### config.mk
export PLATFORM = sky130hd
export DESIGN_NAME = ro_puf_controller_flat
export DESIGN_NICKNAME = d
export VERILOG_FILES = /design/src/rtl/ro_puf_controller_pkg.sv /design/src/rtl/ro_puf_controller_if.sv /design/src/rtl/ro_puf_controller_edge_counter.sv /design/src/rtl/ro_puf_controller.sv /design/src/flat_wrapper.sv
export SDC_FILE = /design/constraint.sdc
export NUM_CORES = 1
export LEC_CHECK = 0
export ABC_AREA = 1
export BUFFER_PORTS_ARGS = -buffer_cell sky130_fd_sc_hd__buf_4
export CAP_MARGIN = 20
export CORE_MARGIN = 5
export CORE_UTILIZATION = 56
export DETAILED_ROUTE_END_ITERATION = 10
export GPL_ROUTABILITY_DRIVEN = 1
export GPL_TIMING_DRIVEN = 0
export PLACE_DENSITY = 0.89
export SETUP_SLACK_MARGIN = 0.2
export SLEW_MARGIN = 20
export SYNTH_ARGS = -nofsm -noshare
export SYNTH_HDL_FRONTEND = slang
export SYNTH_SLANG_ARGS = --single-unit
### constraint.sdc
create_clock -name i_clk -period 3.9 [get_ports i_clk]
set_input_delay 0.39 -clock i_clk [delete_from_list [all_inputs] [get_ports i_clk]]
set_output_delay 0.39 -clock i_clk [all_outputs]
set_load 0.03 [all_outputs]
### src/rtl/ro_puf_controller_pkg.sv
// Shared types and defaults for the ring-oscillator PUF controller.
// FSM state encoding, default bank geometry and a small elaboration helper.
package ro_puf_controller_pkg;

  localparam int DEF_N_RO  = 8;
  localparam int DEF_SEL_W = 3;
  localparam int DEF_CNT_W = 16;

  typedef enum logic [2:0] {
    ST_IDLE     = 3'd0,
    ST_RESET_RO = 3'd1,
    ST_MEASURE  = 3'd2,
    ST_COMPARE  = 3'd3,
    ST_DONE     = 3'd4
  } state_t;

  function automatic int max_int(input int a, input int b);
    return (a > b) ? a : b;
  endfunction

endpackage

### src/rtl/ro_puf_controller_if.sv
// Host-side challenge/response bundle: start + two RO indices in, status and counts out.
// The master drives the challenge, the slave (controller) returns the result.
interface ro_puf_controller_if
  import ro_puf_controller_pkg::*;
#(
  parameter int SEL_W = DEF_SEL_W,
  parameter int CNT_W = DEF_CNT_W
);
  logic             start;
  logic [SEL_W-1:0] challenge_a;
  logic [SEL_W-1:0] challenge_b;
  logic             busy;
  logic             done;
  logic             response;
  logic             error;
  logic             saturated;
  logic [CNT_W-1:0] count_a;
  logic [CNT_W-1:0] count_b;

  modport master (
    output start, challenge_a, challenge_b,
    input  busy, done, response, error, saturated, count_a, count_b
  );

  modport slave (
    input  start, challenge_a, challenge_b,
    output busy, done, response, error, saturated, count_a, count_b
  );
endinterface

### src/rtl/ro_puf_controller_edge_counter.sv
// Counts rising edges of one asynchronous RO output: 2-flop sync, prev-flop edge detect,
// clear/enable saturating counter. Edges reach the counter 3 clk after they occur.
module ro_puf_controller_edge_counter
  import ro_puf_controller_pkg::*;
#(
  parameter int CNT_W = DEF_CNT_W
) (
  input  logic             i_clk,
  input  logic             i_rst,
  input  logic             i_ro,
  input  logic             i_clr,
  input  logic             i_en,
  output logic [CNT_W-1:0] o_cnt,
  output logic             o_sat
);
  logic [1:0]       r_sync;
  logic             r_prev;
  logic [CNT_W-1:0] r_cnt;
  logic             w_rise;

  always_ff @(posedge i_clk) begin
    if (i_rst) begin
      r_sync <= '0;
      r_prev <= 1'b0;
    end else begin
      r_sync <= {r_sync[0], i_ro};
      r_prev <= r_sync[1];
    end
  end

  assign w_rise = r_sync[1] & ~r_prev;
  assign o_sat  = &r_cnt;

  // Sticks at all-ones instead of wrapping so a fast RO cannot alias to a small count.
  always_ff @(posedge i_clk) begin
    if (i_rst || i_clr) begin
      r_cnt <= '0;
    end else if (i_en && w_rise && !o_sat) begin
      r_cnt <= r_cnt + 1'b1;
    end
  end

  assign o_cnt = r_cnt;

endmodule

### src/rtl/ro_puf_controller.sv
// One challenge/response evaluation: hold selected ROs in reset, count edges over a fixed window,
// compare. done arrives RST_CYCLES+WINDOW+2 cycles after start (1 cycle for an a==b challenge).
module ro_puf_controller
  import ro_puf_controller_pkg::*;
#(
  parameter int N_RO       = DEF_N_RO,
  parameter int SEL_W      = DEF_SEL_W,
  parameter int CNT_W      = DEF_CNT_W,
  parameter int WINDOW     = 1000,
  parameter int RST_CYCLES = 2
) (
  input  logic                i_clk,
  input  logic                i_rst,
  ro_puf_controller_if.slave  host_if,
  input  logic [N_RO-1:0]     i_ro_out,
  output logic                o_ro_enable,
  output logic [N_RO-1:0]     o_ro_rst
);
  localparam int TMR_W = $clog2(max_int(WINDOW, RST_CYCLES) + 1);

  state_t           r_state;
  state_t           w_state_nxt;
  logic [TMR_W-1:0] r_tmr;
  logic [SEL_W-1:0] r_sel_a;
  logic [SEL_W-1:0] r_sel_b;
  logic             w_accept;
  logic             w_same;
  logic             w_tmr_zero;

  logic             w_busy;
  logic             w_done;
  logic             w_ro_enable;
  logic [N_RO-1:0]  w_ro_rst;
  logic             w_cnt_clr;
  logic             w_cnt_en;

  logic [CNT_W-1:0] w_cnt_a;
  logic [CNT_W-1:0] w_cnt_b;
  logic             w_sat_a;
  logic             w_sat_b;

  logic             r_response;
  logic             r_error;
  logic             r_saturated;
  logic [CNT_W-1:0] r_count_a;
  logic [CNT_W-1:0] r_count_b;

  assign w_accept   = (r_state == ST_IDLE) && host_if.start;
  assign w_same     = (host_if.challenge_a == host_if.challenge_b);
  assign w_tmr_zero = (r_tmr == '0);

  always_ff @(posedge i_clk) begin
    if (i_rst) begin
      r_state <= ST_IDLE;
    end else begin
      r_state <= w_state_nxt;
    end
  end

  always_comb begin
    w_state_nxt = r_state;
    case (r_state)
      ST_IDLE:     if (w_accept) w_state_nxt = w_same ? ST_DONE : ST_RESET_RO;
      ST_RESET_RO: if (w_tmr_zero) w_state_nxt = ST_MEASURE;
      ST_MEASURE:  if (w_tmr_zero) w_state_nxt = ST_COMPARE;
      ST_COMPARE:  w_state_nxt = ST_DONE;
      ST_DONE:     w_state_nxt = ST_IDLE;
      default:     w_state_nxt = ST_IDLE;
    endcase
  end

  always_comb begin
    w_busy      = 1'b1;
    w_done      = 1'b0;
    w_ro_enable = 1'b0;
    w_ro_rst    = '1;
    w_cnt_clr   = 1'b0;
    w_cnt_en    = 1'b0;
    case (r_state)
      ST_IDLE: w_busy = 1'b0;
      ST_RESET_RO: begin
        w_ro_enable = 1'b1;
        w_cnt_clr   = 1'b1;
      end
      ST_MEASURE: begin
        w_ro_enable       = 1'b1;
        w_cnt_en          = 1'b1;
        w_ro_rst[r_sel_a] = 1'b0;
        w_ro_rst[r_sel_b] = 1'b0;
      end
      ST_COMPARE: ;
      ST_DONE:    w_done = 1'b1;
      default:    w_busy = 1'b0;
    endcase
  end

  // Single down-counter shared by the reset hold and the measurement window.
  always_ff @(posedge i_clk) begin
    if (i_rst) begin
      r_tmr <= '0;
    end else if (w_accept && !w_same) begin
      r_tmr <= TMR_W'(RST_CYCLES - 1);
    end else if ((r_state == ST_RESET_RO) && w_tmr_zero) begin
      r_tmr <= TMR_W'(WINDOW - 1);
    end else if (!w_tmr_zero) begin
      r_tmr <= r_tmr - 1'b1;
    end
  end

  always_ff @(posedge i_clk) begin
    if (i_rst) begin
      r_sel_a <= '0;
      r_sel_b <= '0;
    end else if (w_accept) begin
      r_sel_a <= host_if.challenge_a;
      r_sel_b <= host_if.challenge_b;
    end
  end

  ro_puf_controller_edge_counter #(.CNT_W(CNT_W)) u_cnt_a (
    .i_clk (i_clk),
    .i_rst (i_rst),
    .i_ro  (i_ro_out[r_sel_a]),
    .i_clr (w_cnt_clr),
    .i_en  (w_cnt_en),
    .o_cnt (w_cnt_a),
    .o_sat (w_sat_a)
  );

  ro_puf_controller_edge_counter #(.CNT_W(CNT_W)) u_cnt_b (
    .i_clk (i_clk),
    .i_rst (i_rst),
    .i_ro  (i_ro_out[r_sel_b]),
    .i_clr (w_cnt_clr),
    .i_en  (w_cnt_en),
    .o_cnt (w_cnt_b),
    .o_sat (w_sat_b)
  );

  // Results keep the previous evaluation visible until the next COMPARE overwrites them.
  always_ff @(posedge i_clk) begin
    if (i_rst) begin
      r_response  <= 1'b0;
      r_error     <= 1'b0;
      r_saturated <= 1'b0;
      r_count_a   <= '0;
      r_count_b   <= '0;
    end else if (w_accept && w_same) begin
      r_response  <= 1'b0;
      r_error     <= 1'b1;
      r_saturated <= 1'b0;
      r_count_a   <= '0;
      r_count_b   <= '0;
    end else if (r_state == ST_COMPARE) begin
      r_response  <= (w_cnt_a > w_cnt_b);
      r_error     <= 1'b0;
      r_saturated <= w_sat_a | w_sat_b;
      r_count_a   <= w_cnt_a;
      r_count_b   <= w_cnt_b;
    end
  end

  assign host_if.busy      = w_busy;
  assign host_if.done      = w_done;
  assign host_if.response  = r_response;
  assign host_if.error     = r_error;
  assign host_if.saturated = r_saturated;
  assign host_if.count_a   = r_count_a;
  assign host_if.count_b   = r_count_b;
  assign o_ro_enable       = w_ro_enable;
  assign o_ro_rst          = w_ro_rst;

endmodule

### src/flat_wrapper.sv
// flat-port wrapper written by rule: the top's interface ports become plain ports
module ro_puf_controller_flat import ro_puf_controller_pkg::*;
#(
  parameter int N_RO       = DEF_N_RO,
  parameter int SEL_W      = DEF_SEL_W,
  parameter int CNT_W      = DEF_CNT_W,
  parameter int WINDOW     = 1000,
  parameter int RST_CYCLES = 2
)
  (i_clk, i_rst, i_ro_out, o_ro_enable, o_ro_rst, host_if_start, host_if_challenge_a, host_if_challenge_b, host_if_busy, host_if_done, host_if_response, host_if_error, host_if_saturated, host_if_count_a, host_if_count_b);
  ro_puf_controller_if #(.SEL_W(SEL_W), .CNT_W(CNT_W)) host_if_i ();
  input  logic i_clk;
  input  logic i_rst;
  input  logic [N_RO-1:0] i_ro_out;
  output logic o_ro_enable;
  output logic [N_RO-1:0] o_ro_rst;
  input wire logic [$bits(host_if_i.start)-1:0] host_if_start;
  input wire logic [$bits(host_if_i.challenge_a)-1:0] host_if_challenge_a;
  input wire logic [$bits(host_if_i.challenge_b)-1:0] host_if_challenge_b;
  output wire logic [$bits(host_if_i.busy)-1:0] host_if_busy;
  output wire logic [$bits(host_if_i.done)-1:0] host_if_done;
  output wire logic [$bits(host_if_i.response)-1:0] host_if_response;
  output wire logic [$bits(host_if_i.error)-1:0] host_if_error;
  output wire logic [$bits(host_if_i.saturated)-1:0] host_if_saturated;
  output wire logic [$bits(host_if_i.count_a)-1:0] host_if_count_a;
  output wire logic [$bits(host_if_i.count_b)-1:0] host_if_count_b;
  assign host_if_i.start = host_if_start;
  assign host_if_i.challenge_a = host_if_challenge_a;
  assign host_if_i.challenge_b = host_if_challenge_b;
  assign host_if_busy = host_if_i.busy;
  assign host_if_done = host_if_i.done;
  assign host_if_response = host_if_i.response;
  assign host_if_error = host_if_i.error;
  assign host_if_saturated = host_if_i.saturated;
  assign host_if_count_a = host_if_i.count_a;
  assign host_if_count_b = host_if_i.count_b;
  ro_puf_controller #(.N_RO(N_RO), .SEL_W(SEL_W), .CNT_W(CNT_W), .WINDOW(WINDOW), .RST_CYCLES(RST_CYCLES)) u_core (.i_clk(i_clk), .i_rst(i_rst), .host_if(host_if_i), .i_ro_out(i_ro_out), .o_ro_enable(o_ro_enable), .o_ro_rst(o_ro_rst));
endmodule
Yosys cells after proc, flatten, opt, wreduce, memory -nomap -nowiden:

Cells that the tools add are included.

* output and inout bits: 46
* word-level logic and storage cells: 92
* input port bits: 17
* register bits after elaboration: 92

* $lt $le $gt $ge: 5
* multiplexer cells: 24
* reduce and logical (&&, ||, !) cells: 25
* bitwise operators: 8
* $add $sub $neg: 3
* equality and inequality tests: 10

Operators by type and width (count)
* $add A16 B1 Y16 const B: 2
* $reduce_and A16 Y1: 2
* $mux W10: 2
* $gt A16 B16 Y1: 1
* $not A8 Y8: 2
* $mux W1: 12
* $mux W3: 4
* $pmux W3 S4: 1
* $logic_and A1 B1 Y1: 10
* $logic_not A10 Y1: 1
* $sub A10 B1 Y10 const B: 1
* $and A8 B8 Y8: 1
* $lt A3 B4 Y1 const B: 2
* $mux W8: 1
* $bmux W1 S3: 2
* $demux W1 S3: 2
* $eq A3 B2 Y1 const B: 2
* $ge A3 B1 Y1 const B: 2
* $ne A2 B1 Y1 const B: 3
* $reduce_or A2 Y1: 3
* $reduce_or A4 Y1: 1
* $eq A3 B1 Y1 const B: 1
* $eq A3 B3 Y1: 1
* $eq A3 B3 Y1 const B: 1
* 11 further kinds: 15

Depth between registers and ports, before layout:

Gate-level depths: netlist of the first run.

* word-level depth: 7
* gate-level depth with buffers: 13
* mapped depth without buffers: 13

By module:

From an unflattened synthesis of the first run, not the netlist that was laid out.

* cell total of the unflattened synthesis: 750
* area total of the unflattened synthesis: 5033.6 um2

Modules (own cells, without submodules)
* ro_puf_controller: cells each 414, times used 1, area an instance 2856.5 um2, seq. area each 1081.0 um2
* ro_puf_controller_edge_counter: cells each 168, times used 2, area an instance 1088.5 um2, seq. area each 380.4 um2

Least setup slack after synthesis of the first run:

OpenSTA, ideal clock, no wires.

* kind: reg-to-output
* start point: register u_core.r_sel_b[0]
* end point: output port o_ro_rst[6]
* cell stages (with the launch flop): 5
* data required time: 3.510 ns
* setup slack: 2.268 ns
* buffers on the path: 0
* arrival: 1.242 ns
* cell sequence: dfxtp_1 > inv_1 > nand3_1 > inv_1 > o21ai_0

* word-level cells in the longest chain between the ends: 7
* elaborated cells between the ends (all ways): 8
* those cells by class: 2 x order compare; 3 x mux; 2 x bitwise; 1 x reduce/logical

Ends and longest elaborated chain
* from (decl): line ro_puf_controller.sv:25 `logic [SEL_W-1:0] r_sel_b;`
* from (signal assigned): line ro_puf_controller.sv:116 `r_sel_b <= host_if.challenge_b;`
* $lt A3 B4 Y1 (not written as such) or $ge A3 B1 Y1 (tied branches): line ro_puf_controller.sv:89 `w_ro_rst[r_sel_b] = 1'b0;`
* $logic_and A1 B1 Y1 (not written as such): line ro_puf_controller.sv:89
* $mux W1 (not written as such): line ro_puf_controller.sv:89
* $demux W1 S3 *
* $not A8 Y8 (no line) *
* $and A8 B8 Y8 (no line) *
* $mux W8 *: line ro_puf_controller.sv:79 `case (r_state)`
* to (decl): line flat_wrapper.sv:16 `output logic [N_RO-1:0] o_ro_rst;`

Mark *: on every way between the ends. The rest lies on a longest branch, timed or not.

Worst setup path in the final report of the first run:

* start point: register u_core.r_state[1]
* end point: output port o_ro_enable

* word-level cells in the longest chain between the ends: 3
* elaborated cells between the ends (all ways): 4
* those cells by class: 2 x eq/ne; 1 x mux; 1 x reduce/logical

Ends and longest elaborated chain
* from (decl): line ro_puf_controller.sv:21 `state_t r_state;`
* from (signal assigned): line ro_puf_controller.sv:56 `r_state <= w_state_nxt;`
* $eq A3 B2 Y1 or $eq A3 B1 Y1 (tied branches): line ro_puf_controller.sv:79
* $reduce_or A2 Y1 (no line) *
* $mux W1 *: line ro_puf_controller.sv:79
* to (decl): line flat_wrapper.sv:15 `output logic o_ro_enable;`

Marks and branches as above.

==> impl_metrics.csv, run 1 <==
group,metric,value,unit
run_status,status,"completed",
sta,finalCritPeriodShare,55.8,%
placed_design,hpwl,9850,um
setup_path,cp-end-kind,"output port",
synthesis,yosysTopAreaCellShare,37.5,%
drt,routedWlPerCell,14.6,um
sta,finClkSkew,14.0,ps
final_layout,layout.nets,811,
sta,tns,0,ps
floorplan,core_area,0.00864,mm^2
setup_path,path_max_fanout,10,
final_layout,diodes,0,
synthesis,seq_area_frac_synth,37.5,%
floorplan,start_util,56.9,%
cts,cts_tree,"yes",
drt,dr.pass1.iters,5,
setup_path,r2r-start,"u_core.u_cnt_a.o_cnt[0]",
placed_design,port_buffers,62,
drt,vias,5039,
drt,remaining_drc_errors,0,
sta,holdWs,187,ps
power_and_ir_drop,ir_drop,0.325,mV
sta,hold_viol_final,0,
synthesis,synth_area_leaders,"dfxtp_1 (37%), nand2_1 (13%), a21oi_1 (8.5%)",
power_and_ir_drop,power.share.sequential,39.3,%
synthesis,syn_area_per_cell,7.00,um^2
power_and_ir_drop,clkPwrFrac,29.4,%
power_and_ir_drop,combPwrFrac,31.3,%
setup_path,cp_cell_sequence,"buf_4, inv_4, nor3_4, clkbuf_1, inv_1, nand2_1, buf_4",
cts,cts_setup_buffers,0,
cts,cts.sinks,92,
setup_path,critical_path_class,"reg2out",
floorplan,die_h,104,um
power_and_ir_drop,p_int,1720,uW
final_layout,final_cell_mix,"nand2_1 (173), dfxtp_1 (92), a21oi_1 (84)",
worst_hold_path,whs_endpoint,"u_core.u_cnt_a.r_sync[0]",
power_and_ir_drop,powerDensity,467,mW/mm^2
floorplan,io_pins,63,
drt,postRouteAntennaNets,0,
sta,min_period,2180,ps
setup_path,startpoint_type,"flip-flop",
global_route,grt_usage,24.1,%
sta,timing.final.max_slew_violations,0,
final_layout,syn_to_final_growth,17.3,%
floorplan,die_w,104,um
final_layout,drive_gt1_share,14.0,%
setup_path,cpMostUsedCell,"buf_4",
worst_hold_path,min_from,"i_rst",
setup_path,crit_family,"buffers and inverters",
placed_design,placed_area,0.00552,mm^2
setup_path,worstRegToRegCells,9,
synthesis,synth_nets,738,
setup_path,rrSetupSlack,1900,ps
worst_hold_path,hp-class,"in2reg",
synthesis,ys_types,31,
cts,cts_resized,0,
cts,clock_path_buffers,2,
floorplan,dieArea,0.0108,mm^2
setup_path,crit_required,3510,ps
synthesis,synth_seq_cells,92,
final_layout,postLayoutCoreUtil,66.8,%
setup_path,cp.buffers_inverters,5,
cts,clk_root_buffer_cell,"clkbuf_8",
synthesis,synthCells,702,
cts,cts_hold_buf,0,
setup_path,crit_path_top_delay_cell,"clkbuf_1",
setup_path,slowest_delay,350,ps
floorplan,rows,34,
power_and_ir_drop,p_sw,975,uW
drt,drt-total-wl,13000,um
setup_path,arrival,1790,ps
setup_path,worstReg2RegEnd,"u_core.u_cnt_a.o_cnt[7]",
cts,cts_buffers,9,
global_route,grt_pass1_vias,4820,
drt,via_per_inst,5.67,
sta,grt_setup_unrepaired,"no",
synthesis,yosys_warnings,0,
drt,drt-initial-drc-count,323,
global_route,grt_overflow,0,
cts,htree_levels,3,
synthesis,yosys.area.top_type,"dfxtp_1",
sta,setup_viol,0,
sta,maxSlewHeadroom,61.6,%
cts,clk_pin_slew,90,ps
flow_run,max_cap_violations,0,
global_route,grt_max_degree,16,
synthesis,netlist_area,0.00492,mm^2
power_and_ir_drop,swShare,36.2,%
placed_design,place_ws,2010,ps
worst_hold_path,whs_path_depth,2,
cts,clk_latency,360,ps
global_route,antenna_found_initial,0,
final_layout,stdcell_area,0.00577,mm^2
sta,setup_slack,1720,ps
sta,fmax,459,MHz
placed_design,gp_congestion,0.967,
global_route,grt_pass1_wl,22100,um
final_layout,layout_commonest_cell,"nand2_1",
power_and_ir_drop,p_leak,0.00231,uW
sta,tightest_slew,572,ps
==> worst register-to-register path, delay by kind of cell (launching register included) <==
family | cells | cell delay [ps]
DFF | 1 | 450
and+or+nand+nor | 6 | 870
buffers and inverters | 1 | 190
adders and majority gates | 1 | 310
AOI/OAI and AO/OA | 1 | 60
==> synthesized netlist by cell type <==
| cell | number |
|---|---|
| nand2_1 | 173 |
| dfxtp_1 | 92 |
| a21oi_1 | 84 |
| inv_1 | 66 |
| nor2_1 | 55 |
| nand4_1 | 42 |
| nand3_1 | 33 |
| nor3_1 | 31 |
| o21ai_0 | 26 |
| xor2_1 | 21 |
| ha_1 | 19 |
| clkbuf_1 | 17 |
| buf_4 | 5 |
| a31oi_1 | 4 |
| buf_2 | 4 |
| buf_6 | 4 |
| xnor2_1 | 4 |
| inv_2 | 3 |
| nand2_2 | 3 |
| nor3_4 | 3 |
| nor2_2 | 2 |
| nor3_2 | 2 |
| a21o_1 | 1 |
| a21oi_2 | 1 |
| inv_4 | 1 |
| nand3_2 | 1 |
| o21a_1 | 1 |
| o21ai_1 | 1 |
| o21bai_4 | 1 |
| or2_2 | 1 |
| or2_4 | 1 |
==> area by class of cell <==
type                            count  area (um^2)
Multi-Input combinational cell    510         2640
Fill cell                         745         2870
Sequential cell                    92         1840
Clock inverter                      5          108
Tap cell                          108          135
Buffer                             30          166
Clock buffer                       11          141
Timing Repair Buffer               62          465
Inverter                           70          265
==> cells by family after synthesis <==
group / share of synthesized area, %
DFF: 37.5
xor gates and xnor gates: 4.45
and+or+nand+nor: 31.8
adders and majority gates: 4.83
buffers and inverters: 8.78
AOI/OAI and AO/OA: 12.7
==> metal layers <==
| metal | wire length, um | GRT usage [%] | vias to the layer above |
|---|---|---|---|
| met2 | 6370 | 40.3 | 221 |
| met4 | 369 | 10.6 | 0 |
| met5 | 0 | 0 | - |
| met3 | 942 | 3.98 | 36 |
| met1 | 5320 | 30.4 | 2306 |
| li1 | - | - | 2476 |
==> power by group through the flow <==
stage / sequential (uW) / combinational [uW] / clock (uW)
2_1_floorplan: 1070 / 609 / 0
3_5_place_dp: 1080 / 830 / 0
5_1_grt: 1070 / 947 / 845
3_3_place_gp: 1080 / 801 / 0
4_1_cts: 1060 / 836 / 799
6_report: 1060 / 844 / 793
==> registers in the layout (all words and copies together) (netlist names) <==
register / flops
u_core.u_cnt_b.o_cnt: 16
u_core.host_if.error: 1
u_core.r_state: 3
u_core.u_cnt_a.o_cnt: 16
u_core.r_sel_a: 3
u_core.u_cnt_a.r_prev: 1
u_core.r_tmr: 10
u_core.host_if.saturated: 1
u_core.host_if.count_b: 16
u_core.u_cnt_b.r_prev: 1
u_core.r_sel_b: 3
u_core.u_cnt_b.r_sync: 2
u_core.host_if.count_a: 16
u_core.u_cnt_a.r_sync: 2
u_core.host_if.response: 1
==> metrics by stage <==
| stage | cells | power, uW |
|---|---|---|
| floorplan | 702 | 1680 |
| global route | 888 | 2860 |
| CTS | 888 | 2690 |
| global placement | 872 | 1880 |
| detailed placement | 872 | 1910 |
| finish | 888 | 2700 |
==> worst max path at each step <==
stage / from / end / slack [ps] / cells past startpoint
after global placement: u_core.u_cnt_a.o_cnt[0] / u_core.u_cnt_a.o_cnt[12] / 2080 / 9
after global routing: u_core.r_state[1] / o_ro_rst[7] / 1580 / 6
after CTS: u_core.r_state[1] / o_ro_enable / 1730 / 7
after detailed placement: u_core.u_cnt_a.o_cnt[0] / u_core.u_cnt_a.o_cnt[13] / 2010 / 9
after floorplan: u_core.r_sel_b[0] / o_ro_rst[6] / 2270 / 4
final: u_core.r_state[1] / o_ro_enable / 1720 / 7
(Power assumes the default switching activity.)
==> inputs of run 2 (changes only) <==
--- a/config.mk
+++ b/config.mk
@@ -9,11 +9,11 @@
 export BUFFER_PORTS_ARGS = -buffer_cell sky130_fd_sc_hd__buf_4
 export CAP_MARGIN = 20
 export CORE_MARGIN = 5
-export CORE_UTILIZATION = 56
+export CORE_UTILIZATION = 52
 export DETAILED_ROUTE_END_ITERATION = 10
 export GPL_ROUTABILITY_DRIVEN = 1
 export GPL_TIMING_DRIVEN = 0
-export PLACE_DENSITY = 0.89
+export PLACE_DENSITY = 0.87
 export SETUP_SLACK_MARGIN = 0.2
 export SLEW_MARGIN = 20
 export SYNTH_ARGS = -nofsm -noshare
==> constraint.sdc (replaced) <==
create_clock -name i_clk -period 1.8 [get_ports i_clk]
set_input_delay 0.18 -clock i_clk [delete_from_list [all_inputs] [get_ports i_clk]]
set_output_delay 0.18 -clock i_clk [all_outputs]
set_load 0.03 [all_outputs]
==> run 2 against run 1 <==
Combinational power grew to 2.9 times the previous value. Register-to-register slack worse by 1800 ps. Clock power is 83% higher. Power rose by 130%. Count of clock-buffer cells in the layout is 2 lower. Largest cell class unchanged.
==> impl_metrics.csv, run 2 (synthesis results as in run 1) <==
group,metric,value,unit
run_status,status,"completed",
setup_path,crit_required,1620,ps
drt,routedWlPerCell,15.6,um
final_layout,drive_gt1_share,28.6,%
floorplan,io_pins,63,
global_route,gr-max-usage-layer,"met2",
cts,cts_tree,"yes",
setup_path,arrival,1530,ps
setup_path,slowest_delay,330,ps
drt,drt-total-wl,14600,um
floorplan,rows,35,
global_route,antenna_found_initial,0,
final_layout,final_cell_mix,"nand2_1 (164), a21oi_1 (81), buf_4 (74)",
floorplan,core_area,0.00924,mm^2
cts,clk_pin_slew,90,ps
drt,drt-initial-drc-count,361,
final_layout,seqCellArea,0.00191,mm^2
cts,clk_root_buffer_cell,"clkbuf_8",
global_route,grt_usage,24.8,%
drt,remaining_drc_errors,0,
cts,cts_buffers,9,
final_layout,postLayoutCoreUtil,69.4,%
placed_design,gp_congestion,0.940,
setup_path,cpMostUsedCell,"buf_6",
setup_path,cp-end-kind,"output port",
sta,maxSlewHeadroom,62.0,%
final_layout,diodes,0,
final_layout,num-fill-cells,706,
floorplan,die_w,107,um
setup_path,cp_cell_sequence,"buf_6, nor3_4, clkbuf_8, o21ai_2, buf_6",
setup_path,startpoint_type,"flip-flop",
final_layout,layout_commonest_cell,"nand2_1",
power_and_ir_drop,ir_drop,1.28,mV
final_layout,layout.nets,838,
global_route,grt_overflow,0,
final_layout,layoutNonFillerInstCount,936,
final_layout,multiInputGateArea,0.00293,mm^2
sta,min_period,1710,ps
sta,setup_viol,0,
cts,cts.sinks,92,
global_route,grt_pass1_wl,22900,um
final_layout,syn_to_final_growth,30.4,%
global_route,grt_use_met3,5.48,%
sta,tightest_slew,570,ps
sta,fmax,584,MHz
drt,dr.pass1.iters,5,
placed_design,port_buffers,62,
floorplan,dieArea,0.0115,mm^2
cts,clock_path_buffers,2,
floorplan,die_h,107,um
sta,hold_viol_final,0,
sta,finClkSkew,6.19,ps
placed_design,hpwl,9850,um
global_route,use_met2,42.3,%
sta,grt_setup_unrepaired,"yes",
drt,via_per_inst,5.64,
sta,timing.final.max_slew_violations,0,
cts,htree_levels,3,
global_route,grt_max_degree,17,
setup_path,path_max_fanout,5,
cts,clk_latency,380,ps
worst_hold_path,hp-class,"in2reg",
placed_design,dp_cells,893,
setup_path,startpoint,"u_core.r_state[0]",
setup_path,crit_path_top_delay_cell,"dfxtp_2",
power_and_ir_drop,powerDensity,964,mW/mm^2
worst_hold_path,min_from,"i_ro_out[6]",
setup_path,rrSetupSlack,120,ps
drt,vias,5282,
setup_path,critical_path_class,"reg2out",
global_route,grt_pass1_vias,5022,
power_and_ir_drop,p_leak,0.00258,uW
setup_path,r2r-start,"u_core.r_state[0]",
flow_run,max_cap_violations,0,
drt,postRouteAntennaNets,0,
sta,finalCritPeriodShare,95.0,%
floorplan,start_util,53.2,%
global_route,grt_util_met1,29.7,%
power_and_ir_drop,finalPower,6180,uW
## run 2: cell count changes in the layout (fill, tap and decap cells not counted), moves of 9 or more
cell,delta
dfxtp_1,-35
dfxtp_2,+24
buf_6,+16
nor3_1,-13
dfxtp_4,+11
nor3_2,+10
nand2_1,-9
## run 2: where the power goes
group,internal [uW],switching (uW)
sequential,2180,131
combinational,895,1520
clock,649,801
## run 2: final timing paths
kind                                                  to  cells past startpoint
worst max-delay path                         o_ro_rst[4]                      5
worst min-delay path            u_core.u_cnt_b.r_sync[0]                      3
worst max register to register  u_core.u_cnt_b.o_cnt[10]                      9
worst min register to register  u_core.u_cnt_b.r_sync[1]                      2
## run 2: stage by stage
step	hold slack, ps	TNS [ps]	area, um^2	setup slack [ps]
after floorplan	249	0	4920	241
after global placement	373	-186	5540	-29.7
after detailed placement	371	-487	5540	-56.7
after CTS	74.8	0	6070	72.9
after global routing	74.6	0	6410	15.3
final	77.4	0	6410	89.1
## run 2: cell type report
cell class	count	share of cell area, %
Buffer	30	3.45
Clock buffer	9	1.93
Clock inverter	7	1.15
Inverter	70	4.29
Multi-Input combinational cell	510	45.7
Sequential cell	92	29.8
Tap cell	129	2.52
Timing Repair Buffer	89	11.1
## run 2: worst max-delay path: cells and delay by family (launching register included)
family / cells / cell delay (ps)
AO/OA/AOI/OAI: 1 / 60
buffers and inverters: 3 / 480
flip-flops: 1 / 330
AND/OR/NAND/NOR: 1 / 270
## run 2: timing repair
action	CTS	global route
hold buffers	1	0
resized for setup	82	83
hold endpoints to repair	1	0
setup endpoints to repair	86	86
pin swaps	7	8
setup buffers	12	10
gates cloned	3	1
## run 2: metal layers
layer,part of all wire [%],wire length [um]
met4,3.0,433
met5,0,0
met1,40,5860
met2,49,7160
met3,8.0,1170
==> inputs of run 3 (changes only) <==
==> constraint.sdc (replaced) <==
create_clock -name i_clk -period 1.8 [get_ports i_clk]
set_input_delay 0.09 -clock i_clk [delete_from_list [all_inputs] [get_ports i_clk]]
set_output_delay 0.09 -clock i_clk [all_outputs]
set_load 0.03 [all_outputs]
==> run 3 against run 2 <==
The run now ends with design-rule violations left. Clock skew grew 1.6 ps. Highest routed layer unchanged. Core utilization fell by 0.19 points. Non-clock buffer count is 4 higher. Via count up 0.36%. Sequential share of layout area decreased by 0.075 points. Final area down 0.27%. Cell count grew 0.43%. Sequential power barely moved. Sequential cell count did not move. Critical endpoint is now o_ro_rst[6].
==> impl_metrics.csv, run 3 (synthesis results as in run 1) <==
group,metric,value,unit
setup_path,startpoint_type,"flip-flop",
global_route,grt_pass1_wl,22900,um
drt,drt-total-wl,15000,um
global_route,grt_max_degree,17,
sta,tightest_slew,561,ps
setup_path,cp_cell_sequence,"inv_1, nor3_1, o21ai_2, buf_6",
setup_path,r2r-start,"u_core.u_cnt_b.o_cnt[0]",
worst_hold_path,min_from,"i_ro_out[7]",
global_route,grt_usage,24.6,%
drt,via_per_inst,5.64,
setup_path,crit_path_top_delay_cell,"dfxtp_1",
sta,maxSlewHeadroom,62.6,%
cts,htree_levels,3,
setup_path,critical_path_class,"reg2out",
final_layout,diodes,0,
global_route,antenna_found_initial,0,
setup_path,arrival,1620,ps
sta,setup_slack,93.9,ps
sta,setup_viol,0,
final_layout,drive_gt1_share,27.5,%
placed_design,gp_congestion,0.940,
power_and_ir_drop,finalPower,6230,uW
sta,timing.final.max_slew_violations,0,
floorplan,start_util,53.2,%
drt,postRouteAntennaNets,0,
power_and_ir_drop,powerDensity,975,mW/mm^2
flow_run,max_cap_violations,0,
sta,min_period,1710,ps
sta,fmax,586,MHz
final_layout,syn_to_final_growth,30.0,%
floorplan,io_pins,63,
setup_path,cp-end-kind,"output port",
cts,clk_root_buffer_cell,"clkbuf_8",
placed_design,place_ws,-56.7,ps
cts,cts.sinks,92,
cts,cts_buffers,9,
power_and_ir_drop,ir_drop,1.16,mV
worst_hold_path,whs_path_depth,3,
floorplan,die_h,107,um
sta,finalCritPeriodShare,94.8,%
drt,remaining_drc_errors,1,
final_layout,layout.nets,842,
setup_path,rrSetupSlack,130,ps
sta,grt_setup_unrepaired,"yes",
setup_path,worstReg2RegEnd,"u_core.u_cnt_b.o_cnt[0]",
setup_path,slowest_delay,440,ps
power_and_ir_drop,p_leak,0.00256,uW
drt,routedWlPerCell,15.9,um
drt,vias,5301,
sta,holdWs,4.99,ps
worst_hold_path,hp-class,"in2reg",
final_layout,final_cell_mix,"nand2_1 (167), buf_4 (82), a21oi_1 (79)",
setup_path,crit_required,1710,ps
global_route,grt_overflow,0,
cts,clock_path_buffers,2,
final_layout,layout_commonest_cell,"nand2_1",
floorplan,core_area,0.00924,mm^2
sta,finClkSkew,7.80,ps
setup_path,worstRegToRegCells,8,
worst_hold_path,whs_endpoint,"u_core.u_cnt_a.r_sync[0]",
final_layout,num-fill-cells,723,
floorplan,dieArea,0.0115,mm^2
run_status,violations,"design-rule violations",
setup_path,path_max_fanout,5,
floorplan,die_w,107,um
cts,clk_pin_slew,100,ps
placed_design,hpwl,9850,um
drt,dr.pass1.iters,10,
placed_design,port_buffers,62,
sta,hold_viol_final,0,
floorplan,rows,35,
cts,cts_tree,"yes",
global_route,grt_pass1_vias,5027,
run_status,status,"finished, violations left",
cts,clk_latency,380,ps
drt,drt-initial-drc-count,546,
## run 3: stage by stage
| step | util [%] | instances | setup TNS [ps] | cell area (um^2) |
|---|---|---|---|---|
| finish | 69.2 | 940 | 0 | 6390 |
| global route | 69.2 | 940 | 0 | 6390 |
| CTS | 65.5 | 927 | 0 | 6050 |
| detailed placement | 60.0 | 893 | -487 | 5540 |
| global placement | 60.0 | 893 | -186 | 5540 |
| floorplan | - | 702 | 0 | 4920 |
## run 3: repair_timing
item | in CTS | in global routing
hold endpoints to repair | 2 | 0
endpoints found under the setup margin | 85 | 85
setup buffers | 13 | 12
gates cloned | 3 | 1
pin swaps | 7 | 7
resized for setup | 69 | 85
hold buffers | 2 | 0
## run 3: how the worst max path moves through the flow
stage	from	to	slack (ps)	cells after the start
2_1_floorplan	u_core.u_cnt_a.o_cnt[1]	u_core.u_cnt_a.o_cnt[9]	240	9
3_3_place_gp	u_core.u_cnt_a.o_cnt[0]	u_core.u_cnt_a.o_cnt[9]	-30	9
3_5_place_dp	u_core.u_cnt_a.o_cnt[0]	u_core.u_cnt_a.o_cnt[10]	-60	9
4_1_cts	u_core.r_state[1]	o_ro_rst[2]	120	6
5_1_grt	u_core.r_sel_a[1]	o_ro_rst[6]	40	4
6_report	u_core.r_sel_a[1]	o_ro_rst[6]	90	4
## run 3: final cells by class
type / instances / area, um^2 / share of cell area [%]
well taps: 129 / 161 / 2.52
repair buffers: 93 / 741 / 11.6
clock inverters: 7 / 73.8 / 1.15
clock buffers: 9 / 124 / 1.94
inverters: 70 / 270 / 4.23
plain buffers: 30 / 220 / 3.44
flip-flops and latches: 92 / 1900 / 29.8
multi-input cells: 510 / 2900 / 45.4
## run 3: critical path: cells and delay by family, from the launching register on
kind / cells / cell delay (ps)
buffers and inverters: 2 / 310
AOI/OAI and AO/OA: 1 / 100
and+or+nand+nor: 1 / 390
DFF: 1 / 440
## run 3: routing by layer
metal  track usage, %  vias to the layer above  wire length, um
met5                0                        -                0
met4             12.5                        0              433
met3             4.46                       42             1150
met2             42.0                      260             7490
met1             29.5                     2456             5880
li1                 -                     2543                -
## run 3: report_power, final
group | leakage (uW) | switching (uW) | internal (uW)
Clock | 0.000100 | 804 | 650
Sequential | 0.000764 | 123 | 2180
Combinational | 0.00170 | 1540 | 936
